## config.mk

```make
export PLATFORM = sky130hd
export DESIGN_NAME = probador_compuertas
export DESIGN_NICKNAME = d
export VERILOG_FILES = /design/src/rtl/probador_compuertas.sv
export SDC_FILE = /design/constraint.sdc
export NUM_CORES = 1
export LEC_CHECK = 0
export BUFFER_PORTS_ARGS = -buffer_cell sky130_fd_sc_hd__buf_2
export CAP_MARGIN = 30
export CELL_PAD_IN_SITES_DETAIL_PLACEMENT = 1
export CELL_PAD_IN_SITES_GLOBAL_PLACEMENT = 1
export CORE_UTILIZATION = 25
export DETAILED_ROUTE_END_ITERATION = 12
export GPL_ROUTABILITY_DRIVEN = 1
export PLACE_DENSITY_LB_ADDON = 0.1
export SYNTH_ARGS = -nofsm -noshare
export SYNTH_HDL_FRONTEND = slang
export SYNTH_SLANG_ARGS = --single-unit
```

## constraint.sdc

```tcl
create_clock -name clk -period 1.7 [get_ports clk]
set_input_delay 0.34 -clock clk [delete_from_list [all_inputs] [get_ports clk]]
set_output_delay 0.34 -clock clk [all_outputs]
set_load 0.005 [all_outputs]
```

## src/rtl/probador_compuertas.sv

```systemverilog
// Self-checking stimulus/monitor for a two-input gate bank: steps a/b through
// 00,01,10,11, samples the seven gate outputs after a settle time, logs mismatches.
module probador_compuertas #(
    parameter int SETTLE = 2,
    parameter int CNT_W  = 4
) (
    input  logic             clk,
    input  logic             rst_n,
    input  logic             start,
    output logic             a_out,
    output logic             b_out,
    input  logic             i_and,
    input  logic             i_not,
    input  logic             i_nand,
    input  logic             i_or,
    input  logic             i_nor,
    input  logic             i_xor,
    input  logic             i_xnor,
    output logic             busy,
    output logic             done,
    output logic             pass,
    output logic [6:0]       err_map,
    output logic [3:0]       err_vec
);

    typedef enum logic [1:0] {
        ST_IDLE,
        ST_SETTLE,
        ST_CHECK,
        ST_DONE
    } state_t;

    localparam logic [CNT_W-1:0] CNT_LOAD = CNT_W'(SETTLE - 1);

    state_t           state, state_nx;
    logic [1:0]       vec;
    logic [1:0]       vec_inc;
    logic [CNT_W-1:0] cnt;
    logic [6:0]       obs;
    logic [6:0]       exp_bits;
    logic [6:0]       mism;
    logic [6:0]       map_nx;
    logic             va, vb;

    // Bit order matches err_map: AND, NOT, NAND, OR, NOR, XOR, XNOR from bit 0 up.
    assign obs = {i_xnor, i_xor, i_nor, i_or, i_nand, i_not, i_and};

    always_comb begin
        va       = vec[1];
        vb       = vec[0];
        exp_bits = {~(va ^ vb), va ^ vb, ~(va | vb), va | vb, ~(va & vb), ~va, va & vb};
        mism     = obs ^ exp_bits;
        map_nx   = err_map | mism;
        vec_inc  = vec + 2'd1;
    end

    always_comb begin
        state_nx = state;
        case (state)
            ST_IDLE:   if (start) state_nx = ST_SETTLE;
            ST_SETTLE: if (cnt == '0) state_nx = ST_CHECK;
            ST_CHECK:  state_nx = (vec == 2'd3) ? ST_DONE : ST_SETTLE;
            ST_DONE:   state_nx = ST_IDLE;
            default:   state_nx = ST_IDLE;
        endcase
    end

    assign busy = (state != ST_IDLE);
    assign done = (state == ST_DONE);

    always_ff @(posedge clk) begin
        if (!rst_n) begin
            state   <= ST_IDLE;
            vec     <= '0;
            cnt     <= '0;
            a_out   <= 1'b0;
            b_out   <= 1'b0;
            err_map <= '0;
            err_vec <= '0;
            pass    <= 1'b0;
        end else begin
            state <= state_nx;
            case (state)
                ST_IDLE: begin
                    if (start) begin
                        err_map <= '0;
                        err_vec <= '0;
                        pass    <= 1'b0;
                        vec     <= 2'd0;
                        cnt     <= CNT_LOAD;
                        a_out   <= 1'b0;
                        b_out   <= 1'b0;
                    end
                end
                ST_SETTLE: begin
                    if (cnt != '0) cnt <= cnt - 1'b1;
                end
                ST_CHECK: begin
                    err_map <= map_nx;
                    if (|mism) err_vec[vec] <= 1'b1;
                    // pass is resolved here so it is already valid during the DONE cycle.
                    if (vec == 2'd3) begin
                        pass <= (map_nx == '0);
                    end else begin
                        vec   <= vec_inc;
                        a_out <= vec_inc[1];
                        b_out <= vec_inc[0];
                        cnt   <= CNT_LOAD;
                    end
                end
                ST_DONE: begin
                    vec   <= '0;
                    a_out <= 1'b0;
                    b_out <= 1'b0;
                end
                default: ;
            endcase
        end
    end

endmodule

```

Word-level counts from Yosys, hierarchy flattened
Index checks and enable logic that the tools add are counted. Widths: inputs -> output; s select.

Output and inout bits: 16. Input bits: 10. Bits in read-only memories: 0. Bits in writable memories: 0. Bits in latches: 0. Memories: 0. Flip-flop bits (word level): 22. Logic and storage cells: 73.

Bitwise gates (word level): 10. Multiply operators: 0. Mux-type cells: 25. Add/subtract/negate cells: 2. Shift-type cells: 0. Magnitude comparators: 2. Div/mod/pow operators: 0. Equality and inequality tests: 10. Reductions and logical operators: 16.

Operator list (count): $mux 4 (5); $pmux 7 s2 (1); $ne 2x2->1 const B (6); $pmux 4 s3 (1); $mux 2 (5); $reduce_and 3->1 (3); $pmux 2 s4 (1); $pmux 4 s2 (1); $logic_not 7->1 (1); $mux 7 (1); $or 7x7->7 (1); $reduce_or 7->1 (1); $xor 7x7->7 (1); $eq 2x2->1 const B (3); $pmux 1 s3 (2); $pmux 2 s3 (1); $reduce_bool 3->1 (2); $mux 1 (5); $logic_not 4->1 (1); $not 1->1 (4); $or 4x4->4 (1); $reduce_and 2->1 (2); $reduce_and 4->1 (1); $reduce_bool 2->1 (2); other kinds (13) (13).

Depth between registers and ports, before layout
Gate-level depths: netlist (run 1).

Word-level depth: 7. Gate-level depth with buffers: 6. Gate-level depth less buffers: 6.

Worst setup path before layout (run 1)
No wires, ideal clock.

Kind: register to register. Start point: reg vec[1]. End point: reg err_vec[0]. Path slack: -0.069 ns. Stages on the path, launching flop included: 7. Clock period less this slack: 1.769 ns. Path buffers: 0. Setup time: 0.117 ns. Data arrival time: 1.652 ns. Data required time: 1.583 ns. Cell sequence: dfxtp_1 > inv_1 > ha_1 > nand2b_1 > mux2i_1 > nand4_4 > a32o_1.

Word-level cells in the longest chain between the ends: 7. Elaborated cells on any way between the ends: 19. Those cells by class: order compare (2); eq/ne (1); mux (4); bitwise (9); reduce/logical (3).

Ends and longest elaborated chain: start: declaration (line 36) `logic [1:0] vec;`; start signal: assignment (line 105) `vec <= vec_inc;`; $lt 2x3->1 (implied by the code) / $ge 2x1->1 (equally long branches) (line 100) `if (|mism) err_vec[vec] <= 1'b1;`; $logic_and 1x1->1 (implied by the code) (line 100); $mux 1 (implied by the code) (line 100); $demux 1 s2 (line 100); $or 4x4->4 (no line); $mux 4 (line 100); $pmux 4 s2 (line 83) `case (state)`; end signal: assignment (line 79) `err_vec <= '0;`; end signal: assignment (line 87) `err_vec <= '0;`; end signal: indexed assignment (line 100); end: declaration (line 23) `output logic [3:0] err_vec`.

Several ways; a longest one is shown, not always the timed one. The select of a mux whose other input is x is not followed. A chain may end at the register's enable or synchronous reset.

Worst setup path after layout (run 1)
Start point: reg vec[1]. End point: reg err_vec[2].

The elaborated chain is that of the path after synthesis.

==> results of run 1 <==
timing repair:
item / 4_1_cts / 5_1_grt
endpoints found under the hold margin: 0 / 0
setup endpoints to repair: 4 / 5
resized for setup: 1 / 2
layout make-up:
cell class / instances / area (µm²)
Sequential cell: 20 / 403
Multi-Input combinational cell: 86 / 677
Fill cell: 501 / 2760
Tap cell: 50 / 62.6
Inverter: 5 / 18.8
Timing Repair Buffer: 33 / 185
Clock buffer: 3 / 41.3
layer usage:
metal / vias to the layer above / share of wire / global-route usage / wire length [µm]
met5: - / 0 / 0 / 0
met4: 0 / 0.0068 / 0.0469 / 19
met3: 2 / 0.050 / 0.0230 / 139
met2: 19 / 0.45 / 0.218 / 1270
met1: 467 / 0.49 / 0.174 / 1360
li1: 464 / - / - / -
stage by stage:
stage | worst slack [ps] | util | TNS [ps] | power [mW]
detailed placement | -16.5 | 0.321 | -56.5 | 0.714
CTS | 8.75 | 0.331 | 0 | 1.03
floorplan | 18.4 | - | 0 | 0.641
global route | 14.1 | 0.335 | 0 | 1.08
global placement | 45.6 | 0.321 | 0 | 0.711
finish | 89.9 | 0.335 | 0 | 1.02
power by group:
part / internal [mW] / leakage, nW / switching, mW
logic: 0.0987 / 0.416 / 0.0992
clock network: 0.158 / 0.0216 / 0.154
registers: 0.487 / 0.163 / 0.0195
state kept, by name, summed over array words and instances, names as in the netlist:
signal	flops
cnt	4
pass	1
err_vec	4
vec	2
err_map	7
state	2
path summary, 6_finish.rpt:
path / startpoint / to / slack (ps) / cells past startpoint
worst max-delay path: vec[1]$_SDFFE_PN0P_ / err_vec[2]$_SDFFE_PN0P_ / 90 / 6
worst min register to register: err_vec[3]$_SDFFE_PN0P_ / err_vec[3]$_SDFFE_PN0P_ / 470 / 1
worst min-delay path: rst_n / cnt[1]$_SDFFE_PN0P_ / 470 / 2
worst max register to register: vec[1]$_SDFFE_PN0P_ / err_vec[2]$_SDFFE_PN0P_ / 90 / 6
critical path, stage by stage, from the launching register on:
cell	delay, ps
dfxtp_2	360
inv_1	80
ha_4	250
nand2b_1	170
mux2i_2	210
nand4_4	160
a32o_1	270
cell usage in the layout, fill, tap and decap left out, types with 2 or more instances in the layout:
master / instances
dfxtp_2: 2
a32o_1: 4
nand3_1: 3
and2_1: 5
inv_1: 5
o22ai_1: 2
buf_4: 8
buf_2: 25
o21ai_1: 3
nor2b_1: 8
xor2_1: 6
dfxtp_1: 18
clkbuf_8: 3
a22oi_1: 3
mux2i_1: 2
nor2_1: 5
nand2_1: 5
a32oi_1: 3
nand2b_1: 10
ha_1: 5
kinds of logic after synthesis:
family | share of synthesized area
muxes | 0.0473
buffers and inverters | 0.0450
and+or+nand+nor | 0.269
DFF | 0.360
AOI/OAI and AO/OA | 0.149
xor gates and xnor gates | 0.0619
adders and majority gates | 0.0676
==> results_dict.tcl, run 1 <==
set metrics [dict create \
    vias 952 \
    final_area_mm2 0.00139 \
    layout.nets 165 \
    grt_max_degree 18 \
    worstPathRequired_ps 1850 \
    core_mm2 0.00414 \
    cp_max_fo 5 \
    start_kind "register" \
    die_area_mm2 0.00471 \
    endpoint_kind "register" \
    numCtsBuffers 3 \
    syn-cell-area_mm2 0.00111 \
    grt_pass1_wl_um 4600 \
    ys_seq_area_frac 0.360 \
    max_freq_ghz 0.621 \
    ir_worst_vdd_mv 0.257 \
    drive_gt1_frac 0.333 \
    num_io_pins 26 \
    synth.net_count 131 \
    cap_viol_max_count 0 \
    post-route-min-period_ps 1610 \
    synth_area_leaders "dfxtp_1, ha_1, nand2b_1, xor2_1, nor2b_1" \
    port_buffers 25 \
    layoutNonFillerInstCount 197 \
    holdWs_ps 469 \
    routed_via_density 4.83 \
    syn_inst 115 \
    htreeDepth 1 \
    leakagePower_nw 0.600 \
    cts-root-buf "clkbuf_8" \
    worstPathArrival_ps 1760 \
    cts_setup_buffers 0 \
    wire_per_inst_um 14.2 \
    clk_pin_slew_worst_paths_ps 80 \
    drtIter0Drc 32 \
    placed_cells 194 \
    drv_slew 0 \
    rows 23 \
    status "finished, final reports clean" \
    tightest_slew_ps 325 \
    drcViolationCount 0 \
    cts_tree "yes" \
    routed_wl_um 2790 \
    n_antenna_cell 0 \
    antenna_left 0 \
    yosysUniqueCellTypes 39 \
    synth_edf_count 0 \
    syn_avg_cell_area_um2 9.66 \
    yosysTopAreaCell "dfxtp_1" \
    yosys-top-cells-count "dfxtp_1, nand2b_1, nor2b_1" \
    yosysWarnings 0 \
    synth-async-reset-ratio 0 \
    setup_violations 0 \
    numClockSinks 20 \
    dpl_cell_area_mm2 0.00133 \
    grt_usage 0.133 \
    fp.dieW_um 68.7 \
    max_slew_margin 0.781 \
    overflow 0 \
    synth_top_area_frac 0.360 \
    clkLatencyLatePin_ps 250 \
    gp_congestion 0.737 \
    crit_type "reg -> reg" \
    yosys.cell_count.top_type "dfxtp_1" \
    min_path_type "in -> reg" \
    rsz0062_at_grt "no" \
    powerDensity_mw_per_mm2 732 \
    start_util 0.268 \
    hold_viol_final 0 \
    die_h_um 68.7 \
    grt_pass1_vias 958 \
    clock_path_buffers 2 \
    dr.pass1.iters 4 \
    period_share 0.947 \
    grt_antenna_before_repair 0 \
    area_delta_synth_final_pct 24.9 \
    skew_ps 8.95 \
    ys_ff_latch 20 \
    hpwlAfterDp_um 2200 \
    ctsHoldBuffers 0 \
    synth_flop_cell "dfxtp_1" \
]
Note: power is estimated with default switching activity, not from simulation.
==> run 2, diff against run 1 <==
Settings changed: CORE_UTILIZATION 25 to 35.
==> results_dict.tcl, run 2 (synthesis results as in run 1) <==
set metrics [dict create \
    status "finished, final reports clean" \
    drive_gt1_frac 0.340 \
    routed_via_density 4.86 \
    start_util 0.367 \
    hold_depth 2 \
    start_kind "register" \
    num_io_pins 26 \
    post-route-min-period_ps 1600 \
    grt_usage 0.175 \
    crit_type "reg -> reg" \
    area_delta_synth_final_pct 24.8 \
    clock_path_buffers 2 \
    cts_setup_buffers 0 \
    htreeDepth 1 \
    die_h_um 58.3 \
    ir_worst_vdd_mv 0.309 \
    hold_viol_final 0 \
    hp-start "rst_n" \
    cap_viol_max_count 0 \
    fp.dieW_um 58.3 \
    numCtsBuffers 3 \
    dp_slack_ps -3.70 \
    layout.nets 164 \
    dr.pass1.iters 4 \
    worst-r2r-setup-slack_ps 100 \
    rows 20 \
    finalPower_mw 1.10 \
    ctsHoldBuffers 0 \
    met1_usage 0.225 \
    globalRouteMet3Util 0.0220 \
    hpwlAfterDp_um 1990 \
    worst_slack_ps 104 \
    clkLatencyLatePin_ps 310 \
    routed_wl_um 2610 \
    tightest_slew_ps 345 \
    die_area_mm2 0.00340 \
    reg_top3 "err_map: 7 flops, cnt: 4 flops, err_vec: 4 flops" \
    largest-register "err_map" \
    grt_pass1_wl_um 4460 \
    worstPathArrival_ps 1810 \
    mostFrequentLayoutCells "buf_2, dfxtp_1, nand2b_1, nor2b_1, buf_4" \
    layoutNonFillerInstCount 191 \
    grt_max_degree 18 \
    cts-root-buf "clkbuf_4" \
    max_freq_ghz 0.626 \
    powerDensity_mw_per_mm2 797 \
    drv_slew 0 \
    n_antenna_cell 0 \
    grt_antenna_before_repair 0 \
    overflow 0 \
    hold_end "cnt[1]$_SDFFE_PN0P_" \
    endpoint_kind "register" \
    wire_per_inst_um 13.7 \
    utilization 0.458 \
    largest_register_ffs 7 \
    drtIter0Drc 14 \
    grt_pass1_vias 977 \
    leakagePower_nw 0.599 \
    r2r-end "err_vec[1]$_SDFFE_PN0P_" \
    use_met2 0.289 \
    clk_pin_slew_worst_paths_ps 130 \
    port_buffers 25 \
    gp_congestion 0.754 \
    grt_most_used_layer "met2" \
    skew_ps 10.5 \
    numClockSinks 20 \
    max_slew_margin 0.770 \
    vias 929 \
    final_common_cell "buf_2" \
    reg2reg_from "vec[1]$_SDFFE_PN0P_" \
    rsz0062_at_grt "no" \
    cts_resized 3 \
    period_share 0.939 \
    drcViolationCount 0 \
    cts_tree "yes" \
    rr_worst_depth 6 \
    core_mm2 0.00303 \
    setup_violations 0 \
    min_path_type "in -> reg" \
    cp_max_fo 5 \
    placed_cells 187 \
    antenna_left 0 \
    worstPathRequired_ps 1910 \
]
-- run 2: cell count changes in the layout (fill, tap and decap cells not counted), sizes merged --
| cell | delta |
|---|---|
| buf | -1 |
| bufinv | +1 |
-- run 2: cell type report --
cell class | instances | area (µm²)
clock buffers | 3 | 22.5
multi-input cells | 86 | 679
clock inverters | 1 | 30.0
flip-flops and latches | 20 | 403
inverters | 5 | 18.8
repair buffers | 32 | 178
well taps | 44 | 55.1
fillers | 362 | 1640
-- run 2: per-layer routing --
metal  up-vias  share of wire
met4         0          0.014
met2        18           0.51
li1        461              -
met3         4          0.031
met5         -              0
met1       446           0.45
-- run 2: worst max-delay path by stage --
stage	from	to	slack [ps]	cells past startpoint
after floorplan	vec[0]$_SDFFE_PN0P_	err_vec[0]$_SDFFE_PN0P_	20	6
after global placement	vec[0]$_SDFFE_PN0P_	err_vec[3]$_SDFFE_PN0P_	50	6
after detailed placement	vec[0]$_SDFFE_PN0P_	err_vec[3]$_SDFFE_PN0P_	-4	6
after CTS	vec[1]$_SDFFE_PN0P_	err_vec[3]$_SDFFE_PN0P_	10	6
after global routing	vec[1]$_SDFFE_PN0P_	err_vec[0]$_SDFFE_PN0P_	10	6
final	vec[1]$_SDFFE_PN0P_	err_vec[1]$_SDFFE_PN0P_	100	6
-- run 2: report_power, final --
part	total (mW)	internal (mW)	switching, mW	leakage (nW)
sequential	0.507	0.487	0.0198	0.163
clock	0.407	0.238	0.169	0.0279
combinational	0.190	0.0933	0.0968	0.408
total	1.10	0.819	0.285	0.599
-- run 2: critical path, cell delays in order, from the launching register on --
cell	delay, ps
dfxtp_2	360
inv_1	80
ha_4	260
nand2b_1	170
mux2i_2	210
nand4_4	150
a32o_1	270
-- run 2: metrics by stage --
step                      hold WS (ps)  instance area (µm²)  TNS (ps)
after floorplan                    466                 1110         0
after global placement             446                 1310         0
after global routing               392                 1390         0
after CTS                          383                 1370         0
after detailed placement           455                 1310     -9.25
final                              383                 1390         0
==> run 3, diff against run 2 <==
Settings changed: CORE_UTILIZATION 35 to 37, CTS_BUF_LIST set to sky130_fd_sc_hd__clkbuf_4.
==> results_dict.tcl, run 3 (synthesis results as in run 1) <==
set metrics [dict create \
    status "complete, but fails checks" \
    failed_checks "design-rule violations" \
    overflow 0 \
    numClockSinks 20 \
    start_kind "register" \
    gp_congestion 0.790 \
    setup_violations 0 \
    max_slew_margin 0.767 \
    drive_gt1_frac 0.322 \
    grt_pass1_vias 919 \
    skew_ps 4.35 \
    largest_register_ffs 7 \
    n_antenna_cell 0 \
    ir_worst_vdd_mv 0.283 \
    layout.nets 163 \
    rows 19 \
    clock_path_buffers 2 \
    max_freq_ghz 0.629 \
    worstPathArrival_ps 1790 \
    largest-register "err_map" \
    rsz0062_at_grt "no" \
    grt_pass1_wl_um 4310 \
    num_io_pins 26 \
    vias 909 \
    fp.dieW_um 56.8 \
    reg_top3 "err_map: 7 flops, cnt: 4 flops, err_vec: 4 flops" \
    min_path_type "in -> reg" \
    endpoint_kind "register" \
    cp_num_buf_inv 1 \
    finalPower_uw 926 \
    hpwlAfterDp_um 1970 \
    wire_per_inst_um 14.0 \
    drcViolationCount 6 \
    powerDensity_mw_per_mm2 690 \
    grt_max_degree 18 \
    dr.pass1.iters 8 \
    final_common_cell "buf_2" \
    fin_tns_setup_ps 0 \
    port_buffers 25 \
    clkLatencyLatePin_ps 300 \
    start_util 0.396 \
    hold_viol_final 0 \
    crit_type "reg -> reg" \
    cts_tree "yes" \
    die_area_mm2 0.00323 \
    grt_usage 0.175 \
    routed_via_density 5.14 \
    drtIter0Drc 34 \
    path_cells "inv_1, ha_4, nand2b_4, mux2i_2, nand4_4, a32o_1" \
    htreeDepth 1 \
    drv_slew 0 \
    utilization 0.479 \
    routed_wl_um 2470 \
    crit_family "flip-flops" \
    cts-root-buf "clkbuf_4" \
    leakagePower_nw 0.585 \
    cp_max_fo 5 \
    mostFrequentLayoutCells "buf_2, dfxtp_1, nand2b_1, nor2b_1" \
    slowest_delay_ps 390 \
    area_delta_synth_final_pct 20.8 \
    grt_antenna_before_repair 0 \
    die_h_um 56.8 \
    clk_pin_slew_worst_paths_ps 110 \
    core_mm2 0.00281 \
    antenna_left 0 \
    numCtsBuffers 3 \
    post-route-min-period_ps 1590 \
    cpMaxStageDelayCell "dfxtp_4" \
    tightest_slew_ps 347 \
    cap_viol_max_count 0 \
    period_share 0.935 \
    worstPathRequired_ps 1900 \
]
-- run 3: changes by cell type in the layout (fill, tap and decap cells not counted), sizes merged --
| cell | previous run | this run |
|---|---|---|
| buf | 32 | 31 |
| bufinv | 1 | 0 |
| clkinv | 0 | 1 |
-- run 3: where the power goes --
group          switching [mW]  leakage, nW  internal [mW]
logic                  0.0981        0.407         0.0922
registers              0.0197        0.163          0.485
clock network           0.145       0.0154         0.0855
total                   0.263        0.585          0.663
-- run 3: through the flow --
stage                     hold slack [ps]  std cells  instance area [µm²]  worst slack, ps
after global placement                445        173                 1290             57.0
after global routing                  408        177                 1340             29.6
final                                 398        177                 1340              111
after detailed placement              460        173                 1290            -10.4
after CTS                             393        177                 1330             20.9
after floorplan                       466        115                 1110             18.4
-- run 3: repair_timing --
action                     CTS  global route
buffers inserted             0             0
setup endpoints to repair    4             4
gates resized for setup      3             1
hold buffers                 0             0
-- run 3: layout make-up --
class	count	area [µm²]
fill	342	1460
tap	31	38.8
clock buffer	3	22.5
timing repair buffer	31	170
clock inverter	1	3.75
sequential	20	404
multi-input combinational	86	684
inverter	5	18.8
-- run 3: layer usage --
layer | wire length (µm) | up-vias | GRT usage
li1 | - | 459 | -
met1 | 1140 | 431 | 0.222
met4 | 25 | 0 | 0.0627
met2 | 1230 | 15 | 0.299
met5 | 0 | - | 0
met3 | 75 | 4 | 0.0276
-- run 3: worst paths after layout --
kind | startpoint | end | slack [ps] | cells past startpoint
max | vec[1]$_SDFFE_PN0P_ | err_vec[1]$_SDFFE_PN0P_ | 110 | 6
min | rst_n | cnt[1]$_SDFFE_PN0P_ | 400 | 2
max reg2reg | vec[1]$_SDFFE_PN0P_ | err_vec[1]$_SDFFE_PN0P_ | 110 | 6
min reg2reg | err_vec[3]$_SDFFE_PN0P_ | err_vec[3]$_SDFFE_PN0P_ | 480 | 1
